--- src/rtl/ro_puf_pkg.sv ---
// Shared types and helpers for the ring-oscillator PUF engine.
// Widths above 32 bits are not supported by the helper functions.
package ro_puf_pkg;

    typedef enum logic [2:0] {
        IDLE,
        ARM,
        MEASURE,
        COMPARE,
        DONE
    } state_t;

    // Oscillator index for a pair member; n is a power of two, so wrap is a mask.
    function automatic logic [31:0] pair_idx(input logic [31:0] seed,
                                             input logic [31:0] k,
                                             input logic [31:0] off,
                                             input logic [31:0] n);
        return (seed + k + off) & (n - 32'd1);
    endfunction

    function automatic logic [31:0] sat_inc(input logic [31:0] v,
                                            input logic        inc,
                                            input logic [31:0] maxv);
        return (inc && (v != maxv)) ? v + 32'd1 : v;
    endfunction

endpackage

--- src/rtl/ro_edge_sync.sv ---
// Two-flop synchronizer plus rising-edge detector for every oscillator input.
// Runs every cycle; the reset only clears the flops.
module ro_edge_sync #(
    parameter int N_OSC = 16
) (
    input  logic             clk,
    input  logic             rst_n,
    input  logic [N_OSC-1:0] osc_in,
    output logic [N_OSC-1:0] osc_edge
);

    logic [N_OSC-1:0] s1, s2, s3;

    always_ff @(posedge clk or posedge rst_n) begin
        if (rst_n) begin
            s1 <= '0;
            s2 <= '0;
            s3 <= '0;
        end else begin
            s1 <= osc_in;
            s2 <= s1;
            s3 <= s2;
        end
    end

    assign osc_edge = s2 & ~s3;

endmodule

--- src/rtl/ro_puf_engine.sv ---
// RO PUF measurement engine: per response bit, gate one oscillator pair on,
// count both for a window of clk cycles and compare the counts.
module ro_puf_engine
    import ro_puf_pkg::*;
#(
    parameter int N_OSC     = 16,
    parameter int SEL_W     = 4,
    parameter int CNT_W     = 16,
    parameter int WIN_W     = 16,
    parameter int RESP_BITS = 8
) (
    input  logic                 clk,
    input  logic                 rst_n,
    input  logic [N_OSC-1:0]     osc_in,
    output logic [N_OSC-1:0]     osc_en,
    input  logic                 ch_valid,
    output logic                 ch_ready,
    input  logic [SEL_W-1:0]     ch_seed,
    input  logic [WIN_W-1:0]     win_len,
    output logic [RESP_BITS-1:0] resp,
    output logic                 resp_valid,
    output logic                 tie_flag,
    output logic                 sat_flag,
    output logic                 busy
);

    localparam int K_W = (RESP_BITS > 1) ? $clog2(RESP_BITS) : 1;
    localparam logic [CNT_W-1:0] CNT_MAX = '1;

    state_t               state, state_nx;
    logic [SEL_W-1:0]     seed_q;
    logic [WIN_W-1:0]     win_q, win_cnt;
    logic [K_W-1:0]       k_q;
    logic [CNT_W-1:0]     cnt_a, cnt_b, nxt_a, nxt_b;
    logic [RESP_BITS-1:0] resp_q;
    logic                 tie_q, sat_q, rv_q;
    logic [SEL_W-1:0]     idx_a, idx_b;
    logic [N_OSC-1:0]     osc_edge;

    ro_edge_sync #(.N_OSC(N_OSC)) u_sync (
        .clk      (clk),
        .rst_n    (rst_n),
        .osc_in   (osc_in),
        .osc_edge (osc_edge)
    );

    assign idx_a = SEL_W'(pair_idx(32'(seed_q), 32'(k_q), 32'd0, 32'(N_OSC)));
    assign idx_b = SEL_W'(pair_idx(32'(seed_q), 32'(k_q), 32'(N_OSC / 2), 32'(N_OSC)));
    assign nxt_a = CNT_W'(sat_inc(32'(cnt_a), osc_edge[idx_a], 32'(CNT_MAX)));
    assign nxt_b = CNT_W'(sat_inc(32'(cnt_b), osc_edge[idx_b], 32'(CNT_MAX)));

    always_comb begin
        osc_en = '0;
        if (state == ARM || state == MEASURE) begin
            osc_en[idx_a] = 1'b1;
            osc_en[idx_b] = 1'b1;
        end
    end

    always_comb begin
        state_nx = state;
        case (state)
            IDLE:    if (ch_valid) state_nx = ARM;
            ARM:     state_nx = MEASURE;
            MEASURE: if (win_cnt == WIN_W'(1)) state_nx = COMPARE;
            COMPARE: state_nx = (k_q == K_W'(RESP_BITS - 1)) ? DONE : ARM;
            DONE:    state_nx = IDLE;
            default: state_nx = IDLE;
        endcase
    end

    always_ff @(posedge clk or posedge rst_n) begin
        if (rst_n) begin
            state   <= IDLE;
            seed_q  <= '0;
            win_q   <= '0;
            win_cnt <= '0;
            k_q     <= '0;
            cnt_a   <= '0;
            cnt_b   <= '0;
            resp_q  <= '0;
            tie_q   <= 1'b0;
            sat_q   <= 1'b0;
            rv_q    <= 1'b0;
        end else begin
            state <= state_nx;
            rv_q  <= (state == DONE);
            case (state)
                IDLE: if (ch_valid) begin
                    seed_q <= ch_seed;
                    // A zero-length window would never count; run it as one cycle.
                    win_q  <= (win_len == '0) ? WIN_W'(1) : win_len;
                    k_q    <= '0;
                    resp_q <= '0;
                    tie_q  <= 1'b0;
                    sat_q  <= 1'b0;
                end
                ARM: begin
                    cnt_a   <= '0;
                    cnt_b   <= '0;
                    win_cnt <= win_q;
                end
                MEASURE: begin
                    cnt_a   <= nxt_a;
                    cnt_b   <= nxt_b;
                    win_cnt <= win_cnt - WIN_W'(1);
                    if (nxt_a == CNT_MAX || nxt_b == CNT_MAX) sat_q <= 1'b1;
                end
                COMPARE: begin
                    resp_q[k_q] <= (cnt_a > cnt_b);
                    if (cnt_a == cnt_b) tie_q <= 1'b1;
                    if (k_q != K_W'(RESP_BITS - 1)) k_q <= k_q + K_W'(1);
                end
                default: ;
            endcase
        end
    end

    assign ch_ready   = (state == IDLE);
    assign busy       = (state != IDLE);
    assign resp       = resp_q;
    assign tie_flag   = tie_q;
    assign sat_flag   = sat_q;
    assign resp_valid = rv_q;

endmodule

--- config.mk ---
export PLATFORM = sky130hd
export DESIGN_NAME = ro_puf_engine
export DESIGN_NICKNAME = d
export VERILOG_FILES = /design/src/rtl/ro_puf_pkg.sv /design/src/rtl/ro_edge_sync.sv /design/src/rtl/ro_puf_engine.sv
export SDC_FILE = /design/constraint.sdc
export NUM_CORES = 1
export LEC_CHECK = 0
export ABC_AREA = 1
export CAP_MARGIN = 0
export CORE_ASPECT_RATIO = 1.1
export CORE_MARGIN = 2
export CORE_UTILIZATION = 25
export CTS_CLUSTER_SIZE = 10
export DETAILED_ROUTE_END_ITERATION = 8
export SLEW_MARGIN = 20
export SYNTH_ARGS = -nofsm -noshare
export SYNTH_HDL_FRONTEND = slang
export SYNTH_SLANG_ARGS = --single-unit
--- constraint.sdc ---
create_clock -name clk -period 4.34 [get_ports clk]
set_input_delay 0.651 -clock clk [delete_from_list [all_inputs] [get_ports clk]]
set_output_delay 0.651 -clock clk [all_outputs]
set_load 0.01 [all_outputs]
=== Yosys cells after proc, flatten, opt, wreduce, memory -nomap -nowiden ===
Cells that the tools add are included.

* Register bits: 133
* Word-level logic and storage cells: 98

* Add/sub/neg operators: 6
* Order comparisons: 7
* Equal/unequal tests: 17
* Multiplexer cells: 32
* Bitwise logic cells: 3
* Reduce and logical (&&, ||, !) cells: 19

{| class="wikitable"
|+ Operators with widths
! operator !! count
|-
| $pmux W16 S2 || 3
|-
| $mux W16 || 4
|-
| $add A16 B1 Y16 const B || 2
|-
| $eq A16 B16 Y1 const B || 2
|-
| $ne A16 B16 Y1 const B || 2
|-
| $and A16 B16 Y16 || 1
|-
| $eq A16 B1 Y1 const B || 1
|-
| $eq A16 B16 Y1 || 1
|-
| $gt A16 B16 Y1 || 1
|-
| $logic_not A16 Y1 || 1
|-
| $not A16 Y16 || 1
|-
| $or A16 B16 Y16 || 1
|-
| $pmux W8 S2 || 1
|-
| $sub A16 B1 Y16 const B || 1
|-
| $mux W3 || 5
|-
| $pmux W3 S4 || 1
|-
| $lt A4 B5 Y1 const B || 2
|-
| $reduce_and A3 Y1 || 3
|-
| $bmux W1 S4 || 2
|-
| $bwmux W8 || 1
|-
| $demux W1 S4 || 2
|-
| $ge A4 B1 Y1 const B || 2
|-
| $mux W1 || 8
|-
| $mux W8 || 1
|-
| other kinds (20) || 35
|}

=== Longest topological paths before layout ===
Gate-level depths: netlist (run 1).

* Depth in word-level cells: 10
* Mapped depth: 22
* Depth with buffers taken out: 21

=== Cells and area by module ===
From an unflattened synthesis (run 1), not the netlist that was laid out.

* Cells, all modules: 877
* Area, all modules: 7,031.7 um^2

{| class="wikitable"
|+ By module, submodules not included
! module !! instances !! cells each !! area each (um^2) !! sequential area each (um^2)
|-
| ro_puf_engine || 1 || 796 || 5,666.7 || 2,127.0
|-
| ro_edge_sync || 1 || 81 || 1,365.1 || 1,201.2
|}

=== Least setup slack after synthesis (run 1) ===
Ideal clock, no wire load.

* Path type: reg-to-reg
* From: register k_q[0]
* To: register sat_q (netlist: sat_flag)
* Library setup time: 0.066 ns
* Arrival time: 2.539 ns
* Required time: 4.274 ns
* Slack: 1.735 ns
* Stages on the path, launching flop included: 22
* Cell sequence: dfrtp_1 -> ha_1 -> fa_1 -> inv_2 -> nand2_2 -> nor2_1 -> nor2_1 -> nand2_2 -> nand3_2 -> nand2_4 -> nand2_4 -> buf_12 -> inv_4 -> nand2_1 -> nand2_1 -> nor2_1 -> nand2_1 -> nor2_1 -> nand2_1 -> nand2_1 -> nand2_1 -> nand2_1

* Word-level cells in the longest chain between the ends: 10
* Elaborated cells on any way between the ends: 15
* Those cells by class: add/sub: 2; eq/ne: 3; mux: 6; reduce/logical: 4

{| class="wikitable"
|+ RTL lines
! what !! RTL line !! source
|-
| start: declaration || ro_puf_engine.sv:33 || <nowiki>logic [K_W-1:0] k_q;</nowiki>
|-
| start signal: assignment || ro_puf_engine.sv:112 || <nowiki>if (k_q != K_W'(RESP_BITS - 1)) k_q <= k_q + K_W'(1);</nowiki>
|-
| $add A4 B3 Y4 (*) || ro_puf_pkg.sv:18 || <nowiki>return (seed + k + off) & (n - 32'd1);</nowiki>
|-
| $add A4 B4 Y4 || ro_puf_pkg.sv:18 ||
|-
| $bmux W1 S4 || ro_puf_engine.sv:50 || <nowiki>assign nxt_b = CNT_W'(sat_inc(32'(cnt_b), osc_edge[idx_b], 32'(CNT_MAX)));</nowiki>
|-
| $mux W1 (not written as such) || ro_puf_engine.sv:50 ||
|-
| $logic_and A1 B1 Y1 || ro_puf_pkg.sv:24 || <nowiki>return (inc && (v != maxv)) ? v + 32'd1 : v;</nowiki>
|-
| $mux W16 || ro_puf_pkg.sv:24 ||
|-
| $eq A16 B16 Y1 || ro_puf_engine.sv:107 || <nowiki>if (nxt_a == CNT_MAX || nxt_b == CNT_MAX) sat_q <= 1'b1;</nowiki>
|-
| $logic_or A1 B1 Y1 (*) || ro_puf_engine.sv:107 ||
|-
| $ne A2 B1 Y1 (no line) (*) || n/a ||
|-
| $reduce_and A3 Y1 (no line) (*) || n/a ||
|-
| end signal: assignment || ro_puf_engine.sv:83 || <nowiki>sat_q <= 1'b0;</nowiki>
|-
| end signal: assignment || ro_puf_engine.sv:96 || <nowiki>sat_q <= 1'b0;</nowiki>
|-
| end signal: assignment || ro_puf_engine.sv:107 ||
|-
| end: declaration || ro_puf_engine.sv:36 || <nowiki>logic tie_q, sat_q, rv_q;</nowiki>
|}

Every way passes the cells marked *; elsewhere a longest branch is shown, timed or not. The select of a mux whose other input is x is not followed.
A chain may end at the register's enable or synchronous reset.

=== Worst setup path after layout (run 1) ===
* From: register state[1]
* To: output port osc_en[2]

* Word-level cells in the longest chain between the ends: 3
* Elaborated cells on any way between the ends: 4
* Those cells by class: eq/ne: 2; mux: 1; reduce/logical: 1

{| class="wikitable"
|+ RTL lines
! what !! RTL line !! source
|-
| start: declaration || ro_puf_engine.sv:30 || <nowiki>state_t state, state_nx;</nowiki>
|-
| start signal: assignment || ro_puf_engine.sv:86 || <nowiki>state <= state_nx;</nowiki>
|-
| $eq A3 B1 Y1 / $eq A3 B2 Y1 (equally long branches) || ro_puf_engine.sv:54 || <nowiki>if (state == ARM || state == MEASURE) begin</nowiki>
|-
| $logic_or A1 B1 Y1 (*) || ro_puf_engine.sv:54 ||
|-
| $mux W16 (*) || ro_puf_engine.sv:54 ||
|-
| end: declaration || ro_puf_engine.sv:15 || <nowiki>output logic [N_OSC-1:0] osc_en,</nowiki>
|}

Every way passes the cells marked *; elsewhere a longest branch is shown, timed or not.

==> impl_metrics.toml, run 1 <==
[cells_and_area]
drive_gt1_frac = 0.0783
num-nets-final = 971
area_growth_pct = 23.6
multi_input_area_mm2 = 0.00309
num_antenna_cells = 0
ff_latch_area_mm2 = 0.00333
nFillCells = 2893

[synthesis]
synth_area_leaders = "dfrtp_1, nand2_1, inv_1"
yosysSeqAreaShare = 0.478
synthArstFlopShare = 1.00
yosysMostFrequentCell = "nand2_1"
synth-seq-cells = 133
synthCells = 843
synth_largest_area_cell = "dfrtp_1"
synth.net_count = 908
synth_edf_count = 0
netlist.area_leader.share = 0.478
synthTopCellsByCount = "nand2_1, dfrtp_1, inv_1"
ys.flop_type = "dfrtp_1"
yosysWarnings = 0
synth.avg_cell_area_um2 = 8.26
yosysUniqueCellTypes = 45
synth_area_mm2 = 0.00696

[detailed_routing]
routedWlPerCell_um = 13.0
drt-initial-drc-count = 332
antenna_left = 0
dr.pass1.iters = 5
drt-total-wl_um = 16600
viasPerCell = 4.47
vias = 5730
drc = 0

[power_and_ir_drop]
power_density_mw_per_mm2 = 754
power_leakage_nw = 3.95
p_int_mw = 3.57
ir_worst_vdd_mv = 0.405
p_sw_mw = 2.92
seqPwrFrac = 0.281
power.share.switching = 0.450
power_frac_comb = 0.478
p_clk_frac = 0.240

[flow_run]
cap_violations = 0

[cts]
cts_setup_buffers = 0
clkLatencyLatePin_ns = 0.43
cts.repair.resized = 0
cts_buffers = 17
cts_root_buf = "clkbuf_16"
cts.path.max_buffers = 2
clock_sinks = 133
cts_max_level = 4
holdBufCountCts = 0
cts_tree = "yes"
clk_pin_slew_worst_paths_ns = 0.06

[sta]
report.final.slew_viol_count = 0
slew-limit-headroom = 0.391
tightestPinTransition_ns = 0.912
whs_ns = 0.341
fmax_mhz = 283
period_minus_slack_ns = 3.53
skew_ns = 0.0104
min_period_over_period = 0.814
finalSetupTns_ns = 0
setup_violations = 0
hold_violations = 0
rsz0062_at_grt = "false"

[global_routing]
met1_usage = 0.150
grt_pass1_vias = 5744
grt_overflow = 0
use_met3 = 0.0257
grtUsageTotal = 0.120
grt_max_degree = 77
grt_pass1_wl_um = 27700
busiest_layer = "met2"
gr-usage-met2 = 0.198
antenna_found_initial = 0

[die]
die_area_mm2 = 0.0292
die-width_um = 163
core_area_mm2 = 0.0276
die_h_um = 179
initial_core_util = 0.252
io_pins = 68
row_count = 64

[place]
io_buffer_count = 67
hpwl_um = 11700
gp_congestion = 0.868

[critical_path]
crit_path_start_kind = "register"
path_max_fanout = 18
crit_required_ns = 3.69
end_kind = "output pin"
arrival_ns = 2.88
critPathKind = "reg2out"

[hold_path]
hold_path.class = "reg2reg"

[status]
status = "completed"
-- logic make-up after synthesis --
kind of cell | after synthesis | share of synthesized area
compound gates | 105 | 0.0907
xor+xnor | 30 | 0.0388
fa+ha+maj | 26 | 0.0478
buf+inv | 126 | 0.0778
flops | 133 | 0.478
simple gates | 423 | 0.267
-- through the flow --
step / std cells / power [mW] / setup slack (ns) / area (µm²) / utilization
floorplan: 843 / 4.25 / 0.135 / 6960 / -
global placement: 1250 / 4.87 / 1.27 / 7980 / 0.289
detailed placement: 1250 / 4.93 / 1.27 / 7980 / 0.289
CTS: 1282 / 6.53 / 0.786 / 8610 / 0.312
global route: 1282 / 7.04 / 0.647 / 8610 / 0.312
finish: 1282 / 6.50 / 0.807 / 8610 / 0.312
-- worst max-delay path: stages, from the launching register on --
cell and delay, ns:
dfrtp_1 0.41, nor3_1 0.19, buf_4 0.21, inv_1 0.13
nand2_1 0.11, buf_4 0.25, inv_1 0.15, nor3_1 0.37
clkdlybuf4s50_1 0.63
-- sequential cells by signal, summed over array words and instances (netlist names), 4 cells and up --
name / cells
cnt_b: 16
u_sync.s3: 16
u_sync.s2: 16
seed_q: 4
u_sync.s1: 16
win_q: 16
resp: 8
win_cnt: 16
cnt_a: 16
-- cells in the final DEF (no fill, tap or decap), drive strengths merged, types with 2 or more instances in the layout --
cell type,n
clkdlybuf4s50,67
nand3,47
a21oi,16
clkbuf,17
xnor2,2
nand4,13
a211oi,2
bufinv,3
nor4,9
nor3,27
inv,106
clkinv,3
o221ai,4
xor2,28
nand3b,2
nand2,240
o22ai,31
nor2,84
dfrtp,133
ha,25
o21ai,39
buf,6
o211ai,7
-- power groups by stage --
stage / Clock [mW] / Sequential [mW] / Combinational [mW]
final: 1.56 / 1.83 / 3.11
after global routing: 1.65 / 1.87 / 3.53
after CTS: 1.59 / 1.82 / 3.11
after detailed placement: 0 / 1.84 / 3.09
after global placement: 0 / 1.84 / 3.03
after floorplan: 0 / 1.76 / 2.49
-- area by class of cell --
| cell class | count | area share |
|---|---|---|
| Clock buffer | 17 | 0.0494 |
| Clock inverter | 15 | 0.0241 |
| Inverter | 97 | 0.0432 |
| Multi-Input combinational cell | 584 | 0.359 |
| Sequential cell | 133 | 0.387 |
| Tap cell | 363 | 0.0528 |
| Timing Repair Buffer | 73 | 0.0846 |
-- path summary, 6_finish.rpt --
check	from	endpoint	slack (ns)	depth (start not counted)
worst max-delay path	state[1]	osc_en[2]	0.81	8
worst min-delay path	u_sync.s1[4]	u_sync.s2[4]	0.34	0
worst max register to register	k_q[0]	sat_flag	1.27	20
worst min register to register	u_sync.s1[4]	u_sync.s2[4]	0.34	0
max in group asynchronous	rst_n	win_cnt[2]	2.83	3
min in group asynchronous	rst_n	u_sync.s2[1]	0.75	2
-- layer usage --
metal,up-vias,wire [µm]
met4,0,465
met3,35,533
met2,131,7960
li1,2884,-
met1,2680,7670
met5,-,0
Note: power is estimated with default switching activity, not from simulation.
==> run 2, diff against run 1 <==
- clock period: 4.34 -> 3.2 ns (I/O delays scaled with it)
==> run 2 against run 1 <==
  * Clock power up 28%
  * Critical endpoint is now osc_en[10]
  * Register-to-register slack got worse by 1.0 ns
  * Die area unchanged
  * Final cell count rose by 0.16%
  * Critical path depth down 3
  * Largest power group unchanged
  * Design area grew 0.62%
  * Via count is 0.14% lower
  * Highest routed layer unchanged
  * Setup slack lost 0.70 ns
==> impl_metrics.toml, run 2 (synthesis results as in run 1) <==
[status]
status = "completed"

[cts]
clk_pin_slew_worst_paths_ns = 0.06
cts_root_buf = "clkbuf_16"
cts_tree = "yes"
clkLatencyLatePin_ns = 0.42
clock_sinks = 133
cts_buffers = 17
cts_max_level = 4
cts.path.max_buffers = 2

[critical_path]
crit_required_ns = 2.72
crit_buf_inv = 1
critPathTopFamily = "adder cells"
cpPeakStageDelay_ns = 0.63
end_kind = "output pin"
critPathKind = "reg2out"
cp_slowest_cell = "fa_2"
worstPathCellList = "ha_1, fa_2, nand2_2, nor3_4, clkdlybuf4s50_1"
arrival_ns = 2.62
rrSetupSlack_ns = 0.27
path_max_fanout = 6
crit_path_start_kind = "register"

[cells_and_area]
num-nets-final = 973
num_antenna_cells = 0
multi_input_area_mm2 = 0.00316
nFillCells = 2890
mostFrequentLayoutCells = "nand2_1, dfrtp_1, inv_1"
layout_commonest_cell = "nand2_1"
area_growth_pct = 24.4
drive_gt1_frac = 0.0901
ff_latch_area_mm2 = 0.00333
final_area_mm2 = 0.00866

[sta]
hold_violations = 0
setup_violations = 0
report.final.slew_viol_count = 0
fmax_mhz = 323
skew_ns = 0.0124
period_minus_slack_ns = 3.10
tightestPinTransition_ns = 0.957
min_period_over_period = 0.967
fin_ws_ns = 0.105
rsz0062_at_grt = "true"
slew-limit-headroom = 0.361

[detailed_routing]
dr.pass1.iters = 5
vias = 5722
antenna_left = 0
viasPerCell = 4.46
drt-initial-drc-count = 336
drt-total-wl_um = 16200
drc = 0
routedWlPerCell_um = 12.6

[power_and_ir_drop]
power_leakage_nw = 3.99
power_density_mw_per_mm2 = 1020
ir_worst_vdd_mv = 0.554

[die]
die_area_mm2 = 0.0292
die_h_um = 179
initial_core_util = 0.252
core_area_mm2 = 0.0276
row_count = 64
io_pins = 68
die-width_um = 163

[global_routing]
grt_pass1_vias = 5665
grt_overflow = 0
grtUsageTotal = 0.117
antenna_found_initial = 0
grt_pass1_wl_um = 27200
grt_max_degree = 134

[place]
place_area_mm2 = 0.00798
hpwl_um = 11600
gp_congestion = 0.879
io_buffer_count = 67
dpl_worst_slack_ns = 0.171

[flow_run]
cap_violations = 0

[hold_path]
hold_path.class = "reg2reg"
[run 2: what timing repair did]
action	CTS	global route
hold buffers	0	0
pin swaps	1	0
endpoints found under the setup margin	16	14
setup buffers	1	1
gates resized for setup	9	7
[run 2: path summary, 6_finish.rpt]
| path | to | from | depth (start not counted) |
|---|---|---|---|
| worst min register to register | u_sync.s2[10] | u_sync.s1[10] | 0 |
| worst max-delay path | osc_en[10] | k_q[0] | 5 |
| min in group asynchronous | cnt_a[2] | rst_n | 3 |
| max in group asynchronous | cnt_a[1] | rst_n | 3 |
| worst max register to register | sat_flag | k_q[0] | 20 |
| worst min-delay path | u_sync.s2[10] | u_sync.s1[10] | 0 |
[run 2: metrics by stage]
step	power, mW	TNS [ns]	hold slack [ns]	std cells	utilization
3_5_place_dp	6.68	0	0.335	1250	0.289
3_3_place_gp	6.61	0	0.333	1250	0.289
4_1_cts	8.81	0	0.342	1283	0.312
2_1_floorplan	5.76	0	0.331	843	-
5_1_grt	9.58	-0.00770	0.353	1284	0.314
6_report	8.81	0	0.342	1284	0.314
[run 2: worst reg2reg max path: stages, from the launching register on]
cell and delay (ns):
dfrtp_1 0.41, ha_1 0.22, fa_2 0.63, inv_2 0.07, nand2_2 0.14, nor2_1 0.07, nor2_1 0.13, nand2_2 0.09
nand3_2 0.10, nand2_4 0.11, nand2_8 0.18, inv_4 0.07, nand2_1 0.06, nand2_1 0.06, nor2_1 0.12, nand2_1 0.07
nor2_1 0.10, nand2_1 0.06, nand2_1 0.06, nand2_1 0.05, nand2_1 0.07
[run 2: area by class of cell]
type | instances | share of cell area
Clock buffer | 18 | 0.0495
Sequential cell | 133 | 0.384
Inverter | 97 | 0.0427
Timing Repair Buffer | 75 | 0.0867
Clock inverter | 14 | 0.0202
Tap cell | 363 | 0.0524
Multi-Input combinational cell | 584 | 0.364
[run 2: metal layers]
metal / GRT usage / wire [µm] / vias up
met5: 0 / 0 / -
met4: 0.0590 / 474 / 0
met3: 0.0257 / 686 / 31
met2: 0.194 / 7800 / 135
met1: 0.145 / 7230 / 2658
li1: - / - / 2898
[run 2: report_power, final]
group | switching, mW | leakage, nW | total (mW) | internal (mW)
registers | 0.363 | 1.66 | 2.47 | 2.11
clock network | 0.770 | 0.288 | 2.00 | 1.23
logic | 2.80 | 2.05 | 4.33 | 1.54
==> run 3, diff against run 2 <==
- PLACE_DENSITY: unset -> 0.47
- REMOVE_ABC_BUFFERS: unset -> 1
==> run 3 against run 2 <==
  * Fmax down 1.1%
  * Sequential cell count unchanged
  * Register-to-register slack worse by 0.04 ns
  * Highest routed layer unchanged
  * Sequential share of layout area down 0.47 points
  * Final cell count up 0.47%
  * First-iteration DRC count up 3.6%
  * Critical path depth up 1
  * Critical endpoint is now osc_en[1]
  * Total power up 3.5%
  * Core utilization up 0.39 points
  * Clock power up 12%
  * Die area unchanged
==> impl_metrics.toml, run 3 (synthesis results as in run 1) <==
[cts]
cts_tree = "yes"
cts_buffers = 17
cts.path.max_buffers = 2
clock_sinks = 133
cts_max_level = 4
clk_pin_slew_worst_paths_ns = 0.06
cts_root_buf = "clkbuf_16"
clkLatencyLatePin_ns = 0.43

[die]
initial_core_util = 0.252
io_pins = 68
die_area_mm2 = 0.0292
die-width_um = 163
die_h_um = 179
row_count = 64
core_area_mm2 = 0.0276

[cells_and_area]
num_antenna_cells = 0
area_growth_pct = 25.9
final_util = 0.317
layout_commonest_cell = "nand2_1"
final_cells = 1290
final_area_mm2 = 0.00877
mostFrequentLayoutCells = "nand2_1, dfrtp_1, inv_1"
num-nets-final = 979
drive_gt1_frac = 0.0949

[critical_path]
path_max_fanout = 6
crit_path_start_kind = "register"
critPathKind = "reg2out"
crit_start = "k_q[0]"
end_kind = "output pin"
timing.rr.start = "k_q[0]"
arrival_ns = 2.65
crit_required_ns = 2.72

[detailed_routing]
vias = 5714
dr.pass1.iters = 5
drt-initial-drc-count = 348
drc = 0
viasPerCell = 4.43
antenna_left = 0
routedWlPerCell_um = 13.5
drt-total-wl_um = 17500

[global_routing]
busiest_layer = "met2"
grt_pass1_vias = 5599
antenna_found_initial = 0
met1_usage = 0.161
grtUsageTotal = 0.127
gr-usage-met2 = 0.214
grt_max_degree = 57
grt_pass1_wl_um = 28800
grt_overflow = 0
use_met3 = 0.0231

[power_and_ir_drop]
power_density_mw_per_mm2 = 1040
power_leakage_nw = 4.05
power_mw = 9.12
ir_worst_vdd_mv = 0.419

[place]
hpwl_um = 12600
numPlacedInstances = 1256
place_area_mm2 = 0.00802
dpl_worst_slack_ns = 0.0678
io_buffer_count = 67
gp_congestion = 0.852

[sta]
report.final.slew_viol_count = 0
fin_ws_ns = 0.0711
whs_ns = 0.345
slew-limit-headroom = 0.558
skew_ns = 0.00860
hold_violations = 0
setup_violations = 0
period_minus_slack_ns = 3.13
tightestPinTransition_ns = 0.662
rsz0062_at_grt = "true"
finalSetupTns_ns = 0
min_period_over_period = 0.978
fmax_mhz = 320

[hold_path]
hold_path.class = "reg2reg"
min_from = "u_sync.s1[13]"

[flow_run]
cap_violations = 0

[status]
status = "completed"
## run 3: cell types whose count changed in the layout (fill, tap and decap cells not counted), moves of 2 or more
| cell | before | now |
|---|---|---|
| bufinv_16 | 3 | 6 |
| buf_4 | 7 | 13 |
| nand2_2 | 13 | 11 |
| dlygate4sd2_1 | 0 | 2 |
| nand2_1 | 223 | 225 |
| clkinvlp_4 | 4 | 2 |
| clkinv_2 | 2 | 0 |
## run 3: worst max-delay path, cell delays in order, from the launching register on
cell             delay [ns]
dfrtp_1                0.42
ha_1                   0.23
fa_2                   0.50
inv_2                  0.10
nand2_2                0.10
nor3_1                 0.28
clkdlybuf4s50_1        0.59
## run 3: final timing paths
check,to,slack (ns),depth (start not counted)
setup / recovery,osc_en[1],0.07,6
hold / removal,u_sync.s2[13],0.34,0
setup reg to reg,sat_flag,0.23,20
hold reg to reg,u_sync.s2[13],0.34,0
max in group asynchronous,cnt_b[8],1.99,3
min in group asynchronous,u_sync.s1[1],0.47,2
## run 3: where the power goes
part / internal (mW) / switching, mW
Combinational: 1.56 / 2.84
Sequential: 2.11 / 0.362
Clock: 1.47 / 0.781
## run 3: metal layers
layer | vias up | part of all wire
met5 | - | 0
met4 | 0 | 0.014
met3 | 15 | 0.025
met2 | 93 | 0.49
met1 | 2697 | 0.47
li1 | 2909 | -
## run 3: what timing repair did
action                     4_1_cts  5_1_grt
gates cloned                     0        0
gates resized for setup         10        6
setup buffers                    1        1
setup endpoints to repair       16       13
hold buffers                     0        0
pin swaps                        2        0
## run 3: layout make-up
cell class,instances,area (µm²)
clock inverter,14,248
timing repair buffer,81,791
sequential,133,3330
multi-input combinational,584,3150
fill,2951,18900
clock buffer,18,429
tap,363,454
inverter,97,372
